===== config.mk =====
export PLATFORM = sky130hd
export DESIGN_NAME = deserializer_aligner
export DESIGN_NICKNAME = d
export VERILOG_FILES = /design/src/rtl/serdes_pkg.sv /design/src/rtl/deserializer_aligner_sync_word_detector.sv /design/src/rtl/deserializer_aligner.sv
export SDC_FILE = /design/constraint.sdc
export NUM_CORES = 1
export LEC_CHECK = 0
export ABC_CLOCK_PERIOD_IN_PS = 2540
export CORE_ASPECT_RATIO = 1.1
export CORE_MARGIN = 2
export CORE_UTILIZATION = 52
export CTS_CLUSTER_DIAMETER = 60
export CTS_CLUSTER_SIZE = 16
export DETAILED_ROUTE_END_ITERATION = 7
export PLACE_DENSITY = 0.76
export SETUP_SLACK_MARGIN = 0.05
export SYNTH_ARGS = -nofsm -noshare
export SYNTH_HDL_FRONTEND = slang
export SYNTH_HIERARCHICAL = 1
export SYNTH_SLANG_ARGS = --single-unit

===== constraint.sdc =====
create_clock -name clk -period 2.54 [get_ports clk]
set_input_delay 0.508 -clock clk [delete_from_list [all_inputs] [get_ports clk]]
set_output_delay 0.508 -clock clk [all_outputs]
set_load 0.02 [all_outputs]

===== src/rtl/serdes_pkg.sv =====
// serdes_pkg: alignment FSM state encodings and link defaults shared by serializer and deserializer.
`default_nettype none

package serdes_pkg;

  localparam int unsigned      DEF_WIDTH      = 32;
  localparam logic [31:0]      DEF_SYNC_WORD  = 32'h5A5A_C33C;
  localparam int unsigned      DEF_LOCK_COUNT = 2;
  localparam int unsigned      DEF_LOL_WORDS  = 16;

  typedef enum logic [1:0] {
    ST_HUNT   = 2'd0,
    ST_VERIFY = 2'd1,
    ST_LOCKED = 2'd2
  } state_t;

endpackage

`default_nettype wire


===== src/rtl/deserializer_aligner_sync_word_detector.sv =====
// sync_word_detector: LSB-first shift window, primed flag and SYNC_WORD comparator.
`default_nettype none

module sync_word_detector
  import serdes_pkg::*;
#(
  parameter int unsigned      WIDTH     = DEF_WIDTH,
  parameter logic [WIDTH-1:0] SYNC_WORD = WIDTH'(DEF_SYNC_WORD)
) (
  input  logic             clk,
  input  logic             reset,
  input  logic             i_bit,
  input  logic             i_clear,
  output logic [WIDTH-1:0] o_sr,
  output logic             o_match
);

  localparam int unsigned PCNT_W = $clog2(WIDTH);

  logic [WIDTH-1:0]  r_sr;
  logic [PCNT_W-1:0] r_pcnt;
  logic              r_primed;

  // The window shifts on every edge, including the one that clears priming.
  always_ff @(posedge clk or posedge reset) begin
    if (reset) begin
      r_sr     <= '0;
      r_pcnt   <= '0;
      r_primed <= 1'b0;
    end else begin
      r_sr <= {i_bit, r_sr[WIDTH-1:1]};
      if (i_clear) begin
        r_pcnt   <= '0;
        r_primed <= 1'b0;
      end else if (!r_primed) begin
        r_pcnt   <= r_pcnt + 1'b1;
        r_primed <= (r_pcnt == PCNT_W'(WIDTH-1));
      end
    end
  end

  assign o_sr    = r_sr;
  assign o_match = r_primed && (r_sr == SYNC_WORD);

endmodule

`default_nettype wire


===== src/rtl/deserializer_aligner.sv =====
// deserializer_aligner: hunts SYNC_WORD in an LSB-first bit stream, locks, and strobes out aligned words.
// DESERIALIZER_ALIGNER_LOL_EN enables the loss-of-lock miss counter (LOL_WORDS).
`default_nettype none

module deserializer_aligner
  import serdes_pkg::*;
#(
  parameter int unsigned      WIDTH      = DEF_WIDTH,
  parameter logic [WIDTH-1:0] SYNC_WORD  = WIDTH'(DEF_SYNC_WORD),
  parameter int unsigned      LOCK_COUNT = DEF_LOCK_COUNT,
  parameter int unsigned      LOL_WORDS  = DEF_LOL_WORDS
) (
  input  logic             clk,
  input  logic             reset,
  input  logic             I,
  input  logic             resync,
  output logic [WIDTH-1:0] O,
  output logic             O_valid,
  output logic             O_sync,
  output logic             locked
);

  localparam int unsigned CNT_W  = $clog2(WIDTH);
  localparam int unsigned GOOD_W = $clog2(LOCK_COUNT + 1);

  if (WIDTH < 4 || LOCK_COUNT < 1 || LOL_WORDS < 1) begin : g_param_chk
    $error("deserializer_aligner: illegal WIDTH/LOCK_COUNT/LOL_WORDS");
  end

  logic [WIDTH-1:0]  w_sr;
  logic              w_match;

  state_t            r_state,  w_state_nxt;
  logic [CNT_W-1:0]  r_cnt,    w_cnt_nxt;
  logic [GOOD_W-1:0] r_good,   w_good_nxt;
  logic [WIDTH-1:0]  r_o,      w_o_nxt;
  logic              r_valid,  w_valid_nxt;
  logic              r_osync,  w_osync_nxt;
  logic              r_bnd;
  logic              r_locked;

`ifdef DESERIALIZER_ALIGNER_LOL_EN
  localparam int unsigned MISS_W = $clog2(LOL_WORDS + 1);
  logic [MISS_W-1:0] r_miss, w_miss_nxt;
`endif

  sync_word_detector #(
    .WIDTH     (WIDTH),
    .SYNC_WORD (SYNC_WORD)
  ) u_detector (
    .clk     (clk),
    .reset   (reset),
    .i_bit   (I),
    .i_clear (resync),
    .o_sr    (w_sr),
    .o_match (w_match)
  );

  always_comb begin
    w_state_nxt = r_state;
    w_cnt_nxt   = (r_cnt == CNT_W'(WIDTH-1)) ? '0 : r_cnt + 1'b1;
    w_good_nxt  = r_good;
    w_o_nxt     = r_o;
    w_valid_nxt = 1'b0;
    w_osync_nxt = r_osync;
`ifdef DESERIALIZER_ALIGNER_LOL_EN
    w_miss_nxt  = r_miss;
`endif
    if (resync) begin
      w_state_nxt = ST_HUNT;
      w_cnt_nxt   = '0;
      w_good_nxt  = '0;
`ifdef DESERIALIZER_ALIGNER_LOL_EN
      w_miss_nxt  = '0;
`endif
    end else begin
      case (r_state)
        ST_HUNT: begin
          // The bit arriving on this edge is bit 0 of the word after the sync word.
          if (w_match) begin
            w_cnt_nxt   = '0;
            w_good_nxt  = GOOD_W'(1);
            w_state_nxt = (LOCK_COUNT == 1) ? ST_LOCKED : ST_VERIFY;
          end
        end
        ST_VERIFY: begin
          if (r_bnd) begin
            if (w_match) begin
              w_good_nxt = r_good + 1'b1;
              if (r_good >= GOOD_W'(LOCK_COUNT-1)) begin
                w_state_nxt = ST_LOCKED;
              end
            end else begin
              w_good_nxt  = '0;
              w_state_nxt = ST_HUNT;
            end
          end
        end
        ST_LOCKED: begin
          if (r_bnd) begin
            w_o_nxt     = w_sr;
            w_valid_nxt = 1'b1;
            w_osync_nxt = w_match;
`ifdef DESERIALIZER_ALIGNER_LOL_EN
            if (w_match) begin
              w_miss_nxt = '0;
            end else if (r_miss == MISS_W'(LOL_WORDS-1)) begin
              w_miss_nxt  = '0;
              w_good_nxt  = '0;
              w_state_nxt = ST_HUNT;
            end else begin
              w_miss_nxt = r_miss + 1'b1;
            end
`endif
          end
        end
        default: begin
          w_state_nxt = ST_HUNT;
          w_good_nxt  = '0;
        end
      endcase
    end
  end

  // r_bnd is registered from the next count so that it is high exactly while the window holds a full word.
  always_ff @(posedge clk or posedge reset) begin
    if (reset) begin
      r_state  <= ST_HUNT;
      r_cnt    <= '0;
      r_bnd    <= 1'b0;
      r_good   <= '0;
      r_o      <= '0;
      r_valid  <= 1'b0;
      r_osync  <= 1'b0;
      r_locked <= 1'b0;
`ifdef DESERIALIZER_ALIGNER_LOL_EN
      r_miss   <= '0;
`endif
    end else begin
      r_state  <= w_state_nxt;
      r_cnt    <= w_cnt_nxt;
      r_bnd    <= (w_cnt_nxt == CNT_W'(WIDTH-1));
      r_good   <= w_good_nxt;
      r_o      <= w_o_nxt;
      r_valid  <= w_valid_nxt;
      r_osync  <= w_osync_nxt;
      r_locked <= (w_state_nxt == ST_LOCKED);
`ifdef DESERIALIZER_ALIGNER_LOL_EN
      r_miss   <= w_miss_nxt;
`endif
    end
  end

  assign O       = r_o;
  assign O_valid = r_valid;
  assign O_sync  = r_osync;
  assign locked  = r_locked;

endmodule

`default_nettype wire


# After elaboration in Yosys (flattened, before gate mapping)
# Cells that the tools add are included.
[word_totals] register_bits=83 output_inout_bits=35
[op_classes] addsub=3 magnitude_cmp=1 eq_ne=11 n_mux=22 bitwise=1 reduce_logical=4
[ops] cell="$eq 32x31->1 const B" count=1
[ops] cell="$mux 5" count=6
[ops] cell="$mux 2" count=9
[ops] cell="$eq 5x5->1 const B" count=3
[ops] cell="$pmux 2 s3" count=2
[ops] cell="$add 5x1->5 const B" count=2
[ops] cell="$ne 3x3->1 const B" count=2
[ops] cell="$reduce_and 3->1" count=2
[ops] cell="$mux 1" count=5
[ops] cell="$eq 2x2->1 const B" count=2
[ops] cell="$ne 2x2->1 const B" count=2
[ops] cell="$add 2x1->2 const B" count=1
[ops] cell="$eq 2x1->1 const B" count=1
[ops] cell="$ge 2x1->1 const B" count=1
[ops] cell="$logic_not 2->1" count=1
[ops] cell="$logic_and 1x1->1" count=1
[ops] cell="$not 1->1" count=1

# Depth between registers and ports, before layout
# Gate-level depths: netlist (run 1).
[depth] depth_word=7 depth_mapped=7

# By module
# Netlist (run 1), hierarchy kept.
[by_module_without_submodules] mod="deserializer_aligner" instances=1 cells_per_inst=122 area_per_inst_um2=1806.7
[by_module_without_submodules] mod="sync_word_detector" instances=1 cells_per_inst=69 area_per_inst_um2=1189.9

# Least setup slack after synthesis (run 1)
# OpenSTA, ideal clock, no wires.
[synth_path] path_type="flip-flop to flip-flop" startpoint="register u_detector.r_primed" endpoint="register r_bnd" arrival_ns=2.010 required_time_ns=2.419 setup_slack_ns=0.409 path_stages_with_launch=8 period_less_slack_ns=2.131 cell_sequence="dfrtp_1 > buf_6 > nand4b_1 > or4_1 > nor4_2 > nor3b_1 > nor3b_1 > and4b_1"
[synth_between] elab_chain_len=5
[synth_lines] item="from (decl)" line="deserializer_aligner_sync_word_detector.sv:22" source="logic r_primed;"
[synth_lines] item="from (signal assigned)" line="deserializer_aligner_sync_word_detector.sv:37" source="r_primed <= (r_pcnt == PCNT_W'(WIDTH-1));"
[synth_lines] item="$logic_and 1x1->1" line="deserializer_aligner_sync_word_detector.sv:43" source="assign o_match = r_primed && (r_sr == SYNC_WORD);"
[synth_lines] item="net w_match" line="deserializer_aligner.sv:31" source="logic w_match;"
[synth_lines] item="$mux 5" line="deserializer_aligner.sv:80" source="if (w_match) begin"
[synth_lines] item="$mux 5" line="deserializer_aligner.sv:77" source="case (r_state)"
[synth_lines] item="$mux 5" line="deserializer_aligner.sv:69" source="if (resync) begin"
[synth_lines] item="net w_cnt_nxt[4]" line="deserializer_aligner.sv:34" source="logic [CNT_W-1:0] r_cnt, w_cnt_nxt;"
[synth_lines] item="$eq 5x5->1" line="deserializer_aligner.sv:142" source="r_bnd <= (w_cnt_nxt == CNT_W'(WIDTH-1));"
[synth_lines] item="to (signal assigned)" line="deserializer_aligner.sv:142"
[synth_lines] item="to (decl)" line="deserializer_aligner.sv:39" source="logic r_bnd;"
# The timed path passes the listed nets, and every way through them passes these cells.
# A chain may end at the register's enable or synchronous reset.

# Worst setup path in the final report (run 1)
[layout_path] startpoint="register u_detector.r_primed" endpoint="register r_locked, in the netlist locked"
[layout_between] elab_chain_len=6 word_cells_on_any_way=7 cone_classes="eq/ne: 1; mux: 5; reduce/logical: 1"
[layout_lines] item="$logic_and 1x1->1 (*)" line="deserializer_aligner_sync_word_detector.sv:43"
[layout_lines] item="net w_match" line="deserializer_aligner.sv:31"
[layout_lines] item="$mux 2" line="deserializer_aligner.sv:88" source="if (w_match) begin"
[layout_lines] item="$mux 2" line="deserializer_aligner.sv:87" source="if (r_bnd) begin"
[layout_lines] item="$pmux 2 s3 (*)" line="deserializer_aligner.sv:77"
[layout_lines] item="$mux 2 (*)" line="deserializer_aligner.sv:69"
[layout_lines] item="$eq 2x2->1 (*)" line="deserializer_aligner.sv:147" source="r_locked <= (w_state_nxt == ST_LOCKED);"
[layout_lines] item="to (signal assigned)" line="deserializer_aligner.sv:147"
[layout_lines] item="to (decl)" line="deserializer_aligner.sv:40" source="logic r_locked;"
# Mark *: on every way through the listed nets, which the timed path passes. The rest lies on a longest branch.

==> results.sh, run 1 <==
export IMPL_yosysSeqAreaShare_pct=69.3
export IMPL_ant_nets=0
export IMPL_yosysUniqueCellTypes=36
export IMPL_syn_inst=191
export IMPL_synth_common_cells="83 x dfrtp_1, 32 x mux2_2, 15 x nor2_1"
export IMPL_cts_tree="yes"
export IMPL_pin_count=39
export IMPL_reg2reg_from="u_detector/r_primed"
export IMPL_crit_start="u_detector/r_primed"
export IMPL_setup_viol=0
export IMPL_fin_skew_ns=0.00848
export IMPL_start_kind="register"
export IMPL_nNetsFinal=248
export IMPL_areaGrowthSynthToFinish_pct=23.4
export IMPL_die_area_um2=6390
export IMPL_layout_min_cycle_time_ns=2.23
export IMPL_synth_edf_count=0
export IMPL_syn_avg_cell_area_um2=15.7
export IMPL_reg2reg_depth=7
export IMPL_gp_congestion=0.687
export IMPL_grt_overflow=0
export IMPL_crit_type="register to register"
export IMPL_cts_sinks=83
export IMPL_dp_hpwl_mm=3.46
export IMPL_grt_usage_pct=18.5
export IMPL_die_y_um=83.6
export IMPL_yosys_top_cells_area="dfrtp_1 69%, mux2_2 12%, ha_1 2.1%"
export IMPL_fp_coreArea_um2=5660
export IMPL_drt_iter0_drc=131
export IMPL_ys_warnings_count=6
export IMPL_max_freq_mhz=448
export IMPL_rows=29
export IMPL_crit_fanout=7
export IMPL_numCtsBuffers=9
export IMPL_path_cells="nand4b_1 -> or4_1 -> nor4_2 -> buf_4 -> nand2b_1 -> o32a_1 -> nor2_1"
export IMPL_cap_violations=0
export IMPL_layout_drive_gt1_share_pct=23.4
export IMPL_cp_depth=7
export IMPL_reg2reg_to="locked"
export IMPL_grt_pass1_vias=1700
export IMPL_required_ns=2.82
export IMPL_crit_buf_inv=1
export IMPL_via_per_inst=5.15
export IMPL_power_density_nw_per_um2=657
export IMPL_cts_max_level=3
export IMPL_ir_drop_mv=0.479
export IMPL_leakagePower_nw=1.71
export IMPL_yosysTopAreaCellShare_pct=69.3
export IMPL_antenna_found_initial=0
export IMPL_fin_setup_tns_ns=0
export IMPL_final_max_slew_viol_count=0
export IMPL_critPathCapture="locked"
export IMPL_report_power_total_w=0.00243
export IMPL_worst_slew_pin_slew_ns=0.750
export IMPL_post_synth_top_count_cell="dfrtp_1"
export IMPL_cts_path_max_buffers=2
export IMPL_start_util_pct=52.9
export IMPL_async_reset_ff_share_pct=100
export IMPL_synth_nets=200
export IMPL_reg2reg_setup_slack_ns=0.31
export IMPL_num_antenna_cells=0
export IMPL_clock_latency_ns=0.35
export IMPL_worstPathArrival_ns=2.51
export IMPL_crit_path_end_kind="register"
export IMPL_post_drt_wl_per_cell_um=16.0
export IMPL_portBuffers=38
export IMPL_rsz0062_at_grt="false"
export IMPL_grt_max_degree=39
export IMPL_drcViolationCount=0
export IMPL_synth_top_area_cell="dfrtp_1"
export IMPL_drt_first_pass_iters=4
export IMPL_worst_slew_margin_rel_pct=49.7
export IMPL_vias=1654
export IMPL_synth_ff_type="dfrtp_1"
export IMPL_critPathMaxStageDelay_ns=0.54
export IMPL_path_delay_family="simple AND/OR/NAND/NOR gates"
export IMPL_hold_path_class="register to register"
export IMPL_grt_pass1_wl_mm=8.85
export IMPL_postCtsSetupBuffers=0
export IMPL_synth_area_um2=3000
export IMPL_path_clk_slew_ns=0.08
export IMPL_nFillCells=440
export IMPL_status="finished clean"
export IMPL_finalHoldViolCount=0
export IMPL_period_share_pct=87.9
export IMPL_root_buffer="clkbuf_8"
export IMPL_crit_slowest_cell="or4_1"
export IMPL_die_width_um=76.4
export IMPL_routed_wl_mm=5.15
export IMPL_synth_seq_cells=83
==> how the worst min path moves through the flow <==
stage                          end  cells past startpoint  slack [ns]           startpoint
2_1_floorplan   u_detector/o_sr[0]                      0        0.36   u_detector/o_sr[1]
3_3_place_gp    u_detector/o_sr[0]                      0        0.37   u_detector/o_sr[1]
3_5_place_dp   u_detector/o_sr[30]                      0        0.38  u_detector/o_sr[31]
4_1_cts        u_detector/o_sr[30]                      0        0.39  u_detector/o_sr[31]
5_1_grt        u_detector/o_sr[30]                      0        0.41  u_detector/o_sr[31]
6_report       u_detector/o_sr[30]                      0        0.39  u_detector/o_sr[31]
==> cell usage in the layout, fill, tap and decap left out, types with 3 or more instances in the layout <==
cell type and instances:
ha_1 5, nor2_1 15, nand4b_1 4, buf_4 3
clkbuf_8 11, mux2_2 32, inv_1 5, dfrtp_1 83
xor2_1 3, and3_1 3, nand2b_1 3, clkdlybuf4s50_1 38
==> layout make-up <==
class / instances / area (um2) / area share [%]
clock inverter: 5 / 60.1 / 1.62
clock buffer: 11 / 151 / 4.09
sequential: 83 / 2080 / 56.2
multi-input combinational: 96 / 848 / 22.9
timing repair buffer: 43 / 443 / 12.0
inverter: 6 / 22.5 / 0.609
tap: 77 / 96.3 / 2.60
==> through the flow <==
stage | setup slack [ns] | std cells | cell area [um2] | utilization [%] | hold WS (ns)
after floorplan | 0.409 | 191 | 3000 | - | 0.361
after global placement | 0.309 | 305 | 3480 | 61.5 | 0.365
after detailed placement | 0.222 | 305 | 3480 | 61.5 | 0.380
final | 0.308 | 321 | 3700 | 65.3 | 0.390
after CTS | 0.194 | 321 | 3690 | 65.3 | 0.394
after global routing | 0.173 | 321 | 3700 | 65.3 | 0.406
==> timing repair <==
| action | 4_1_cts | 5_1_grt |
|---|---|---|
| setup endpoints to repair | 0 | 1 |
| gates resized for setup | 0 | 1 |
| hold buffers | 0 | 0 |
==> state kept, by name, summed over array words and instances, names as in the netlist <==
name / flops
u_detector/o_sr: 32
locked: 1
u_detector/r_pcnt: 5
r_state: 2
r_good: 2
r_cnt: 5
O_valid: 1
O: 32
u_detector/r_primed: 1
O_sync: 1
r_bnd: 1
==> where the power goes <==
part | switching, W | leakage, nW | total, W | internal [W]
registers | 0.0000292 | 1.08 | 0.00138 | 0.00136
logic | 0.0000436 | 0.525 | 0.0000708 | 0.0000272
clock network | 0.000463 | 0.106 | 0.000974 | 0.000511
total | 0.000536 | 1.71 | 0.00243 | 0.00189
==> per-layer routing <==
layer  part of all wire [%]  wire length, um  track usage, %
met1                     47             2420            25.8
met2                     46             2380            26.5
met3                    4.1              213            4.76
met4                    2.6              134            10.7
met5                      0                0               0
==> logic make-up (layout without fill, tap and decap cells) <==
family / count (synthesis) / after routing / share of synthesized area (%)
adders and majority gates: 5 / 5 / 2.09
and+or+nand+nor: 44 / 44 / 9.81
xor gates and xnor gates: 5 / 5 / 1.46
DFF: 83 / 83 / 69.3
muxes: 35 / 35 / 13.1
AOI/OAI and AO/OA: 7 / 7 / 1.71
buffers and inverters: 12 / 65 / 2.55
(Power assumes the default switching activity.)
==> inputs of run 2 (changes only) <==
- CAP_MARGIN: not set -> 15
- CORE_UTILIZATION: 52 -> 25
- GPL_TIMING_DRIVEN: not set -> 0
- PLACE_DENSITY: 0.76 -> not set
==> run 2 against run 1 <==
Core utilization down 32 points. Via count increased by 1.6%. Clock power up 32%. Routed wire length up 6.7%. Maximum frequency decreased by 4.1%. First-iteration DRC count is 52% lower. Global-route usage is 8.7 points lower. Combinational power down 2%. Highest routed layer unchanged. Die area increased by 100%. Critical path depth is 1 lower.
==> results.sh, run 2 (synthesis gave the netlist of run 1 again) <==
export IMPL_post_place_cells=380
export IMPL_drt_first_pass_iters=4
export IMPL_leakagePower_nw=1.77
export IMPL_ant_nets=0
export IMPL_crit_type="register to register"
export IMPL_fin_setup_tns_ns=0
export IMPL_gp_congestion=0.703
export IMPL_dp_slack_ns=-0.0417
export IMPL_fin_util_pct=33.6
export IMPL_layout_common_cells="83 x dfrtp_1, 38 x clkdlybuf4s50_1, 32 x mux2_2"
export IMPL_grt_max_degree=39
export IMPL_cap_violations=0
export IMPL_p_seq_share_pct=50.5
export IMPL_power_density_nw_per_um2=705
export IMPL_die_area_um2=12900
export IMPL_fin_cells=396
export IMPL_comb_power_share_pct=2.5
export IMPL_start_kind="register"
export IMPL_nFillCells=1177
export IMPL_sw_frac_of_total_pct=21.1
export IMPL_status="finished clean"
export IMPL_crit_fanout=6
export IMPL_regArea_um2=2080
export IMPL_max_freq_mhz=430
export IMPL_cts_max_level=3
export IMPL_die_width_um=108
export IMPL_final_max_slew_viol_count=0
export IMPL_numCtsBuffers=9
export IMPL_final_common_cell="dfrtp_1"
export IMPL_period_share_pct=91.6
export IMPL_fin_skew_ns=0.00692
export IMPL_path_clk_slew_ns=0.06
export IMPL_root_buffer="clkbuf_16"
export IMPL_worstHoldStart="u_detector/o_sr[19]"
export IMPL_num_antenna_cells=0
export IMPL_grt_overflow=0
export IMPL_antenna_found_initial=0
export IMPL_post_drt_wl_per_cell_um=13.9
export IMPL_vias=1681
export IMPL_fp_coreArea_um2=11600
export IMPL_layout_min_cycle_time_ns=2.33
export IMPL_multi_input_area_um2=857
export IMPL_clockPowerShare_pct=47.0
export IMPL_grt_usage_pct=9.83
export IMPL_drcViolationCount=0
export IMPL_crit_path_end_kind="register"
export IMPL_crit_start="u_detector/o_sr[29]"
export IMPL_grt_pass1_vias=1776
export IMPL_pin_count=39
export IMPL_areaGrowthSynthToFinish_pct=29.9
export IMPL_setup_viol=0
export IMPL_via_per_inst=4.24
export IMPL_ir_drop_mv=0.362
export IMPL_layout_drive_gt1_share_pct=24.0
export IMPL_start_util_pct=25.8
export IMPL_cts_tree="yes"
export IMPL_rows=41
export IMPL_die_y_um=119
export IMPL_cts_path_max_buffers=2
export IMPL_reg2reg_depth=6
export IMPL_cts_sinks=83
export IMPL_hold_depth=0
export IMPL_hold_path_class="register to register"
export IMPL_worst_slew_margin_rel_pct=47.2
export IMPL_finalHoldViolCount=0
export IMPL_dp_hpwl_mm=3.78
export IMPL_required_ns=2.80
export IMPL_hold_ws_ns=0.388
export IMPL_grt_pass1_wl_mm=9.37
export IMPL_worst_slack_ns=0.213
export IMPL_rsz0062_at_grt="false"
export IMPL_p_sw_w=0.000581
export IMPL_clock_latency_ns=0.34
export IMPL_portBuffers=38
export IMPL_nNetsFinal=250
export IMPL_reg2reg_from="u_detector/o_sr[29]"
export IMPL_routed_wl_mm=5.49
export IMPL_worstPathArrival_ns=2.59
export IMPL_drt_iter0_drc=63
export IMPL_p_int_w=0.00217
export IMPL_worst_slew_pin_slew_ns=0.790
## run 2: changes by cell type in the layout (fill, tap and decap cells not counted), sizes merged
cell and delta:
buf +1, clkbuf +1
## run 2: repair_timing
item                                    in CTS  in global routing
pin swaps                                    0                  0
buffers inserted                             0                  0
endpoints found under the hold margin        0                  0
hold buffers                                 0                  0
resized for setup                            1                  1
endpoints found under the setup margin       1                  4
## run 2: path summary, 6_finish.rpt
kind,to,slack [ns]
worst min-delay path,u_detector/o_sr[18],0.39
worst max-delay path,locked,0.21
min in group asynchronous,O[20],0.53
worst max register to register,locked,0.21
max in group asynchronous,u_detector/o_sr[22],1.35
worst min register to register,u_detector/o_sr[18],0.39
## run 2: layout make-up
cell class	count	share of cell area, %
clock inverter	5	1.35
inverter	6	0.578
timing repair buffer	39	10.3
tap	150	4.82
multi-input combinational	96	22.0
clock buffer	11	6.23
sequential	83	53.3
buffer	6	1.38
## run 2: through the flow
| step | power, W | instance area, um2 |
|---|---|---|
| floorplan | 0.00145 | 3000 |
| global placement | 0.00148 | 3560 |
| detailed placement | 0.00148 | 3580 |
| CTS | 0.00279 | 3890 |
| global route | 0.00287 | 3890 |
| finish | 0.00275 | 3890 |
## run 2: power by group through the flow
stage,combinational (W),sequential (W),clock [W]
floorplan,0.0000475,0.00140,0
global placement,0.0000660,0.00141,0
global route,0.0000809,0.00139,0.00139
detailed placement,0.0000719,0.00141,0
CTS,0.0000730,0.00139,0.00133
finish,0.0000696,0.00139,0.00129
## run 2: routing by layer
layer	up-vias	wire length, um	global-route usage [%]
met1	860	2620	12.9
met5	-	0	0
met2	36	2500	13.7
met3	11	259	4.32
li1	774	-	-
met4	0	106	4.81
## run 2: critical path: stages (launching register included)
cell       delay (ns)
dfrtp_1          0.39
nand4bb_1        0.19
or4_1            0.59
nor4_4           0.42
nand2b_1         0.17
o32a_1           0.37
nor2_1           0.12
